===== config.mk =====
export PLATFORM = sky130hd
export DESIGN_NAME = data_sink_fifo_flat
export DESIGN_NICKNAME = d
export VERILOG_FILES = /design/src/rtl/data_sink_fifo_if.sv /design/src/rtl/data_sink_fifo.sv /design/src/flat_wrapper.sv
export SDC_FILE = /design/constraint.sdc
export NUM_CORES = 1
export LEC_CHECK = 0
export ABC_AREA = 1
export CELL_PAD_IN_SITES_DETAIL_PLACEMENT = 0
export CELL_PAD_IN_SITES_GLOBAL_PLACEMENT = 1
export CORE_MARGIN = 2
export CORE_UTILIZATION = 43
export DETAILED_ROUTE_END_ITERATION = 7
export GPL_TIMING_DRIVEN = 0
export PLACE_DENSITY_LB_ADDON = 0.25
export SKIP_CTS_REPAIR_TIMING = 1
export SKIP_LAST_GASP = 1
export SYNTH_ARGS = -nofsm -noshare
export SYNTH_HDL_FRONTEND = slang
export SYNTH_SLANG_ARGS = --single-unit
export TNS_END_PERCENT = 5

===== constraint.sdc =====
create_clock -name clk -period 1.8 [get_ports clk]
set_input_delay 0.36 -clock clk [delete_from_list [all_inputs] [get_ports clk]]
set_output_delay 0.36 -clock clk [all_outputs]
set_load 0.1 [all_outputs]

===== src/rtl/data_sink_fifo_if.sv =====
// rtl/data_sink_fifo_if.sv - sample-in / head-out handshake and status bundle for data_sink_fifo
interface data_sink_fifo_if #(
  parameter int WIDTH = 4,
  parameter int DEPTH = 8,
  parameter int CNT_W = 8
);
  localparam int CW = $clog2(DEPTH) + 1;

  logic             in_valid;
  logic [WIDTH-1:0] in_data;
  logic             out_valid;
  logic             out_ready;
  logic [WIDTH-1:0] out_data;
  logic [CW-1:0]    count;
  logic             full;
  logic             empty;
  logic [CNT_W-1:0] drop_cnt;
  logic             overflow;
  logic             clr;

  // Producer/consumer side: drives samples, ready and clear, observes the rest
  modport master (
    output in_valid, in_data, out_ready, clr,
    input  out_valid, out_data, count, full, empty, drop_cnt, overflow
  );

  // FIFO side
  modport slave (
    input  in_valid, in_data, out_ready, clr,
    output out_valid, out_data, count, full, empty, drop_cnt, overflow
  );
endinterface


===== src/rtl/data_sink_fifo.sv =====
// rtl/data_sink_fifo.sv - FWFT sample FIFO with drop counting and sticky overflow flag
module data_sink_fifo #(
  parameter int WIDTH = 4,
  parameter int DEPTH = 8,
  parameter int CNT_W = 8
) (
  input  logic              clk,
  input  logic              rst_n,
  data_sink_fifo_if.slave   bus
);
  localparam int AW = $clog2(DEPTH);
  localparam int CW = AW + 1;
  localparam logic [CW-1:0]    CNT_FULL = CW'(DEPTH);
  localparam logic [CNT_W-1:0] DROP_MAX = {CNT_W{1'b1}};

  logic [WIDTH-1:0] mem [DEPTH];
  logic [AW-1:0]    wr_ptr;
  logic [AW-1:0]    rd_ptr;
  logic [CW-1:0]    cnt;
  logic [CNT_W-1:0] dcnt;
  logic             ovf;

  logic is_full;
  logic is_empty;
  logic pop;
  logic push;
  logic drop;

  // Status comes from the occupancy register only; pointers are never compared
  assign is_full  = (cnt == CNT_FULL);
  assign is_empty = (cnt == '0);

  // A full FIFO still accepts a sample when the head leaves in the same cycle
  assign pop  = !is_empty && bus.out_ready;
  assign push = bus.in_valid && (!is_full || pop);
  assign drop = bus.in_valid && is_full && !pop;

  // Sample storage; contents are deliberately left unreset
  always_ff @(posedge clk) begin
    if (push) begin
      mem[wr_ptr] <= bus.in_data;
    end
  end

  // Pointer and occupancy bookkeeping; pointers wrap naturally at DEPTH (power of two)
  always_ff @(posedge clk or negedge rst_n) begin
    if (!rst_n) begin
      wr_ptr <= '0;
      rd_ptr <= '0;
      cnt    <= '0;
    end else begin
      if (push) begin
        wr_ptr <= wr_ptr + AW'(1);
      end
      if (pop) begin
        rd_ptr <= rd_ptr + AW'(1);
      end
      case ({push, pop})
        2'b10:   cnt <= cnt + CW'(1);
        2'b01:   cnt <= cnt - CW'(1);
        default: cnt <= cnt;
      endcase
    end
  end

  // Loss statistics: a drop in the same cycle as clr restarts the count at one
  always_ff @(posedge clk or negedge rst_n) begin
    if (!rst_n) begin
      dcnt <= '0;
      ovf  <= 1'b0;
    end else if (drop) begin
      ovf <= 1'b1;
      if (bus.clr) begin
        dcnt <= CNT_W'(1);
      end else if (dcnt != DROP_MAX) begin
        dcnt <= dcnt + CNT_W'(1);
      end
    end else if (bus.clr) begin
      dcnt <= '0;
      ovf  <= 1'b0;
    end
  end

  assign bus.out_valid = !is_empty;
  assign bus.out_data  = is_empty ? '0 : mem[rd_ptr];
  assign bus.count     = cnt;
  assign bus.full      = is_full;
  assign bus.empty     = is_empty;
  assign bus.drop_cnt  = dcnt;
  assign bus.overflow  = ovf;
endmodule


===== src/flat_wrapper.sv =====
// flat-port wrapper written by rule: the top's interface ports become plain ports
module data_sink_fifo_flat 
#(
  parameter int WIDTH = 4,
  parameter int DEPTH = 8,
  parameter int CNT_W = 8
)
  (clk, rst_n, bus_in_valid, bus_in_data, bus_out_ready, bus_clr, bus_out_valid, bus_out_data, bus_count, bus_full, bus_empty, bus_drop_cnt, bus_overflow);
  data_sink_fifo_if #(.WIDTH(WIDTH), .DEPTH(DEPTH), .CNT_W(CNT_W)) bus_i ();
  input  logic clk;
  input  logic rst_n;
  input wire logic [$bits(bus_i.in_valid)-1:0] bus_in_valid;
  input wire logic [$bits(bus_i.in_data)-1:0] bus_in_data;
  input wire logic [$bits(bus_i.out_ready)-1:0] bus_out_ready;
  input wire logic [$bits(bus_i.clr)-1:0] bus_clr;
  output wire logic [$bits(bus_i.out_valid)-1:0] bus_out_valid;
  output wire logic [$bits(bus_i.out_data)-1:0] bus_out_data;
  output wire logic [$bits(bus_i.count)-1:0] bus_count;
  output wire logic [$bits(bus_i.full)-1:0] bus_full;
  output wire logic [$bits(bus_i.empty)-1:0] bus_empty;
  output wire logic [$bits(bus_i.drop_cnt)-1:0] bus_drop_cnt;
  output wire logic [$bits(bus_i.overflow)-1:0] bus_overflow;
  assign bus_i.in_valid = bus_in_valid;
  assign bus_i.in_data = bus_in_data;
  assign bus_i.out_ready = bus_out_ready;
  assign bus_i.clr = bus_clr;
  assign bus_out_valid = bus_i.out_valid;
  assign bus_out_data = bus_i.out_data;
  assign bus_count = bus_i.count;
  assign bus_full = bus_i.full;
  assign bus_empty = bus_i.empty;
  assign bus_drop_cnt = bus_i.drop_cnt;
  assign bus_overflow = bus_i.overflow;
  data_sink_fifo #(.WIDTH(WIDTH), .DEPTH(DEPTH), .CNT_W(CNT_W)) u_core (.clk(clk), .rst_n(rst_n), .bus(bus_i));
endmodule

==> results.yml, run 1 <==
die:
  die_h_um: 78.9
  die_w_um: 78.9
  initial_core_util_pct: 44.0
  dieArea_um2: 6220
  core-area_um2: 5470
  fp-row-count: 27
  io_pins: 29
finish:
  fin_nets: 292
  drive_above_1_share_pct: 23.9
  fillers: 504
  diodes: 0
  area_growth_pct: 28.2
synthesis:
  syn_inst: 238
  synth_area_leader_cell: "edfxtp_1"
  synth-edff-count: 32
  ys.flop_type: "edfxtp_1"
  synth_area_per_cell_um2: 10.1
  synth-seq-cells: 51
  ys_seq_area_share_pct: 59.6
  ys_async_sr_fraction_pct: 37.3
  synth_top_area_share_pct: 39.9
  synth_cell_type_count: 30
  synth_nets: 251
  ys_top_cells_by_count: "45 x nor2_1, 35 x nand2_1, 32 x edfxtp_1"
  synth.area.top_cells: "edfxtp_1 40%, dfrtp_1 20%, nor2_1 7.0%"
  yosysMostFrequentCell: "nor2_1"
  yosysWarnings: 0
  netlist_area_um2: 2410
critical_path:
  reg2reg_depth: 6
  start_kind: "flop"
  critPathKind: "flop to output port"
  critPathRequiredTime_ns: 1.44
  crit_arrival_ns: 1.88
  critPathBufInv: 1
  slowest_stage: "clkdlybuf4s50_1"
  path_depth: 1
  crit_path_end_kind: "output port"
  critPathMaxFanout: 4
  critical-path-max-stage-delay_ns: 1.13
  crit_chain: "clkdlybuf4s50_1"
  path_delay_family: "buffers and inverters"
global_routing:
  first_global_vias: 1661
  track_usage_pct: 16.4
  grt_pass1_wl_mm: 7.92
  overflow: 0
  antenna_found_initial: 0
  grt_max_degree: 20
clock_network:
  cts_tree: "built"
  clk-insertion-delay-late_ns: 0.30
  cts_buffer_depth: 2
  clkSlewWorstSetupHoldPaths_ns: 0.09
  cts_root_buf: "clkbuf_8"
  cts_made_buffers: 5
  clkSinkCount: 51
  cts_max_level: 2
route:
  drtIter0Drc: 72
  vias_per_cell: 4.93
  drt_first_pass_iters: 6
  wl_per_cell_um: 13.6
  ant_nets: 0
  wl_mm: 4.78
  num_vias: 1737
  drc_errors: 0
power:
  ir_drop_v: 0.00125
  p_leak_nw: 1.35
  power_density_nw_per_um2: 1830
  power_mw: 5.66
placed_design:
  dpl.hpwl_mm: 3.38
  io_buffers: 28
  gp_congestion: 0.748
sta:
  slew_headroom_pct: 35.1
  fin_crit_sh_pct: 124
  clock.fmax_ghz: 0.447
  hold_viol_final: 0
  setup_viol: 36
  rsz0062_at_grt: "yes"
  worst_pin_slew_ns: 0.972
  fin_skew_ns: 0.0114
  finalMaxSlewViolations: 0
  tns_ns: -6.97
  fin_ws_ns: -0.438
  final.min_clock_period_ns: 2.24
run_status:
  violations: "setup timing"
  status: "finished with violations"
job:
  cap_violations: 0
min_path:
  min_path_type: "flop to flop"
  min_delay_path_depth: 2
## report_power, final
part / switching (mW) / internal [mW]
registers: 0.220 / 1.50
logic: 2.24 / 1.07
clock network: 0.363 / 0.265
## state kept, by name, summed over array words and instances, names as in the netlist
name / cells
u_core.mem: 32
u_core.wr_ptr: 3
u_core.bus.drop_cnt: 8
u_core.rd_ptr: 3
u_core.bus.overflow: 1
u_core.bus.count: 4
## cells by family after synthesis
kind of cell | Yosys count | synth area share [%]
XOR/XNOR | 5 | 1.82
flip-flops | 51 | 59.6
multiplexers | 1 | 0.467
AND/OR/NAND/NOR | 115 | 22.6
AO/OA/AOI/OAI | 34 | 8.57
adder cells (fa/ha/maj) | 4 | 2.08
buffers and inverters | 28 | 4.83
## area by class of cell
type / count / area [um2] / area share, %
buffer: 5 / 55.1 / 1.78
clock buffer: 5 / 68.8 / 2.23
clock inverter: 3 / 15.0 / 0.486
inverter: 23 / 90.1 / 2.91
multi-input combinational: 159 / 955 / 30.9
sequential: 51 / 1450 / 47.0
tap: 72 / 90.1 / 2.91
timing repair buffer: 34 / 364 / 11.8
## through the flow
| stage | util (%) | instances | hold WS [ns] | setup slack [ns] | cell area, um2 |
|---|---|---|---|---|---|
| 2_1_floorplan | - | 238 | 0.0644 | -0.842 | 2470 |
| 3_3_place_gp | 52.0 | 338 | 0.478 | -1.24 | 2850 |
| 3_5_place_dp | 52.0 | 338 | 0.484 | -1.26 | 2850 |
| 4_1_cts | 53.5 | 346 | 0.508 | -1.61 | 2930 |
| 5_1_grt | 56.5 | 352 | 0.552 | -0.515 | 3090 |
| 6_report | 56.5 | 352 | 0.502 | -0.438 | 3090 |
## metal layers
layer  global-route usage (%)  up-vias  share of wire, %
li1                         -      899                 -
met1                     24.3      809                49
met2                     24.5       25                45
met3                     3.75        4               4.2
met4                     4.14        0              0.88
met5                        0        -                 0
## cell usage in the layout (no fill, tap or decap), drive strengths merged
cell,count
nand2,40
clkbuf,9
nor2,47
dfrtp,19
clkinv,2
edfxtp,32
dlymetal6s2s,9
nand4,9
ha,4
a21oi,3
o21bai,1
o21ai,22
nand3,14
o32ai,8
mux2,1
nor4,1
inv,22
or2,3
clkdlybuf4s50,13
buf,13
nand3b,1
xor2,5
clkinvlp,2
## final timing paths
path                                       end  slack (ns)                start
setup reg to reg              u_core.mem[4][2]       -0.08  u_core.bus.count[3]
hold reg to reg            u_core.bus.overflow        0.50  u_core.bus.overflow
hold / removal             u_core.bus.overflow        0.50  u_core.bus.overflow
min in group asynchronous  u_core.bus.count[2]        0.55                rst_n
max in group asynchronous  u_core.bus.count[3]        0.62                rst_n
setup / recovery                  bus_count[3]       -0.44  u_core.bus.count[3]
Power figures use the tool's default switching activity.
==> run 2: changes to the inputs <==
SKIP_CTS_REPAIR_TIMING = default   (was 1)
==> results.yml, run 2 (same netlist as run 1, synthesis figures left out) <==
finish:
  fillers: 502
  final_cell_mix: "33 x nor2_1, 33 x nand2_1, 32 x edfxtp_1"
  area_growth_pct: 30.8
  diodes: 0
  drive_above_1_share_pct: 26.8
  fin_nets: 296
  largest_reg_flops: 32
  regMostFlops: "u_core.mem"
  post-route-util_pct: 57.6
power:
  power_density_nw_per_um2: 1880
  ir_drop_v: 0.00135
  p_leak_nw: 1.32
die:
  fp-row-count: 27
  die_h_um: 78.9
  io_pins: 29
  initial_core_util_pct: 44.0
  core-area_um2: 5470
  die_w_um: 78.9
  dieArea_um2: 6220
critical_path:
  crit_chain: "buf_6 > clkinv_8 > buf_8 > nor2_2 > o32ai_2 > nor2_1 > nor2_2 > buf_12"
  critPathBufInv: 4
  reg2reg_slack_ns: -0.09
  critPathKind: "flop to output port"
  critPathMaxFanout: 8
  slowest_stage: "dfrtp_1"
  crit_path_end_kind: "output port"
  start_kind: "flop"
  timing.rr.start: "u_core.bus.count[3]"
  worstReg2RegEnd: "u_core.mem[0][3]"
  path_delay_family: "buffers and inverters"
  crit_arrival_ns: 1.76
  reg2reg_depth: 6
  critical-path-max-stage-delay_ns: 0.42
  critPathRequiredTime_ns: 1.44
  crit_top_cell: "nor2_2"
sta:
  finalMaxSlewViolations: 0
  worst_pin_slew_ns: 0.962
  clock.fmax_ghz: 0.471
  fin_skew_ns: 0.00985
  slew_headroom_pct: 36.1
  rsz0062_at_grt: "yes"
  setup_viol: 36
  whs_ns: 0.499
  fin_crit_sh_pct: 118
  final.min_clock_period_ns: 2.12
  fin_ws_ns: -0.323
  hold_viol_final: 0
route:
  num_vias: 1774
  drtIter0Drc: 95
  vias_per_cell: 4.98
  drc_errors: 0
  wl_per_cell_um: 13.9
  wl_mm: 4.94
  drt_first_pass_iters: 4
  ant_nets: 0
global_routing:
  track_usage_pct: 17.3
  antenna_found_initial: 0
  first_global_vias: 1727
  grt_max_degree: 20
  overflow: 0
  grt_pass1_wl_mm: 8.28
clock_network:
  cts_max_level: 2
  clkSlewWorstSetupHoldPaths_ns: 0.09
  cts_tree: "built"
  cts_root_buf: "clkbuf_8"
  clk-insertion-delay-late_ns: 0.30
  cts_buffer_depth: 2
  clkSinkCount: 51
  cts_made_buffers: 5
  cts-hold-fix-buffers: 0
min_path:
  hp-start: "u_core.bus.overflow"
  min_delay_path_depth: 2
  hold_path_end: "u_core.bus.overflow"
  min_path_type: "flop to flop"
placed_design:
  dpl_worst_slack_ns: -1.26
  gp_congestion: 0.748
  dpl.hpwl_mm: 3.38
  io_buffers: 28
run_status:
  status: "finished with violations"
  violations: "setup timing"
job:
  cap_violations: 0
run 2: cell count changes in the layout (fill, tap and decap cells not counted), moves of 2 or more:
cell,change
dlygate4sd2_1,+13
dlymetal6s2s_1,-9
clkdlybuf4s50_1,-5
nor2_2,+4
buf_2,+3
clkbuf_2,-3
nor2_1,-3
buf_12,+2
buf_6,-2
o32ai_2,+2
run 2: worst max-delay path by stage:
stage | start | end | slack [ns] | depth (start not counted)
after floorplan | u_core.bus.count[2] | u_core.mem[2][0] | -0.84 | 5
after global placement | u_core.rd_ptr[0] | bus_out_data[2] | -1.24 | 8
after detailed placement | u_core.rd_ptr[0] | bus_out_data[2] | -1.26 | 8
after CTS | u_core.rd_ptr[0] | bus_out_data[2] | -0.37 | 8
after global routing | u_core.rd_ptr[0] | bus_out_data[3] | -0.44 | 9
final | u_core.rd_ptr[0] | bus_out_data[2] | -0.32 | 8
run 2: per-layer routing:
layer  track usage, %  wire length, um
met2             26.2             2250
met1             25.1             2490
met5                0                0
met4             4.66               65
met3             3.86              142
run 2: what timing repair did:
item | CTS | global route
buffers inserted | 6 | 1
pin swaps | 6 | 8
resized for setup | 76 | 17
endpoints found under the hold margin | 0 | 0
gates cloned | 1 | 2
endpoints found under the setup margin | 36 | 45
run 2: layout make-up:
type | instances | area [um2] | area share, %
clock buffers | 5 | 68.8 | 2.18
repair buffers | 38 | 405 | 12.9
well taps | 72 | 90.1 | 2.86
clock inverters | 3 | 15.0 | 0.476
multi-input cells | 159 | 953 | 30.2
plain buffers | 5 | 68.8 | 2.18
flip-flops and latches | 51 | 1450 | 46.1
inverters | 23 | 98.8 | 3.13
run 2: where the power goes:
part           leakage, nW  switching [mW]  internal [mW]  total (mW)
Clock               0.0392           0.368          0.265       0.633
Sequential           0.530           0.220           1.50        1.72
Combinational        0.755            2.31           1.27        3.59
run 2: metrics by stage:
| stage | cell area, um2 | setup TNS [ns] | std cells | power, mW |
|---|---|---|---|---|
| after floorplan | 2470 | -40.99 | 238 | 4.00 |
| after global placement | 2850 | -17.68 | 338 | 4.61 |
| after detailed placement | 2850 | -18.52 | 338 | 4.63 |
| after CTS | 3070 | -6.58 | 353 | 5.69 |
| after global routing | 3150 | -9.24 | 356 | 6.28 |
| final | 3150 | -6.02 | 356 | 5.94 |
run 2: worst min-delay path: stages (launching register included):
cell	delay, ns
dfrtp_1	0.36
nand2_1	0.05
nand2_1	0.05
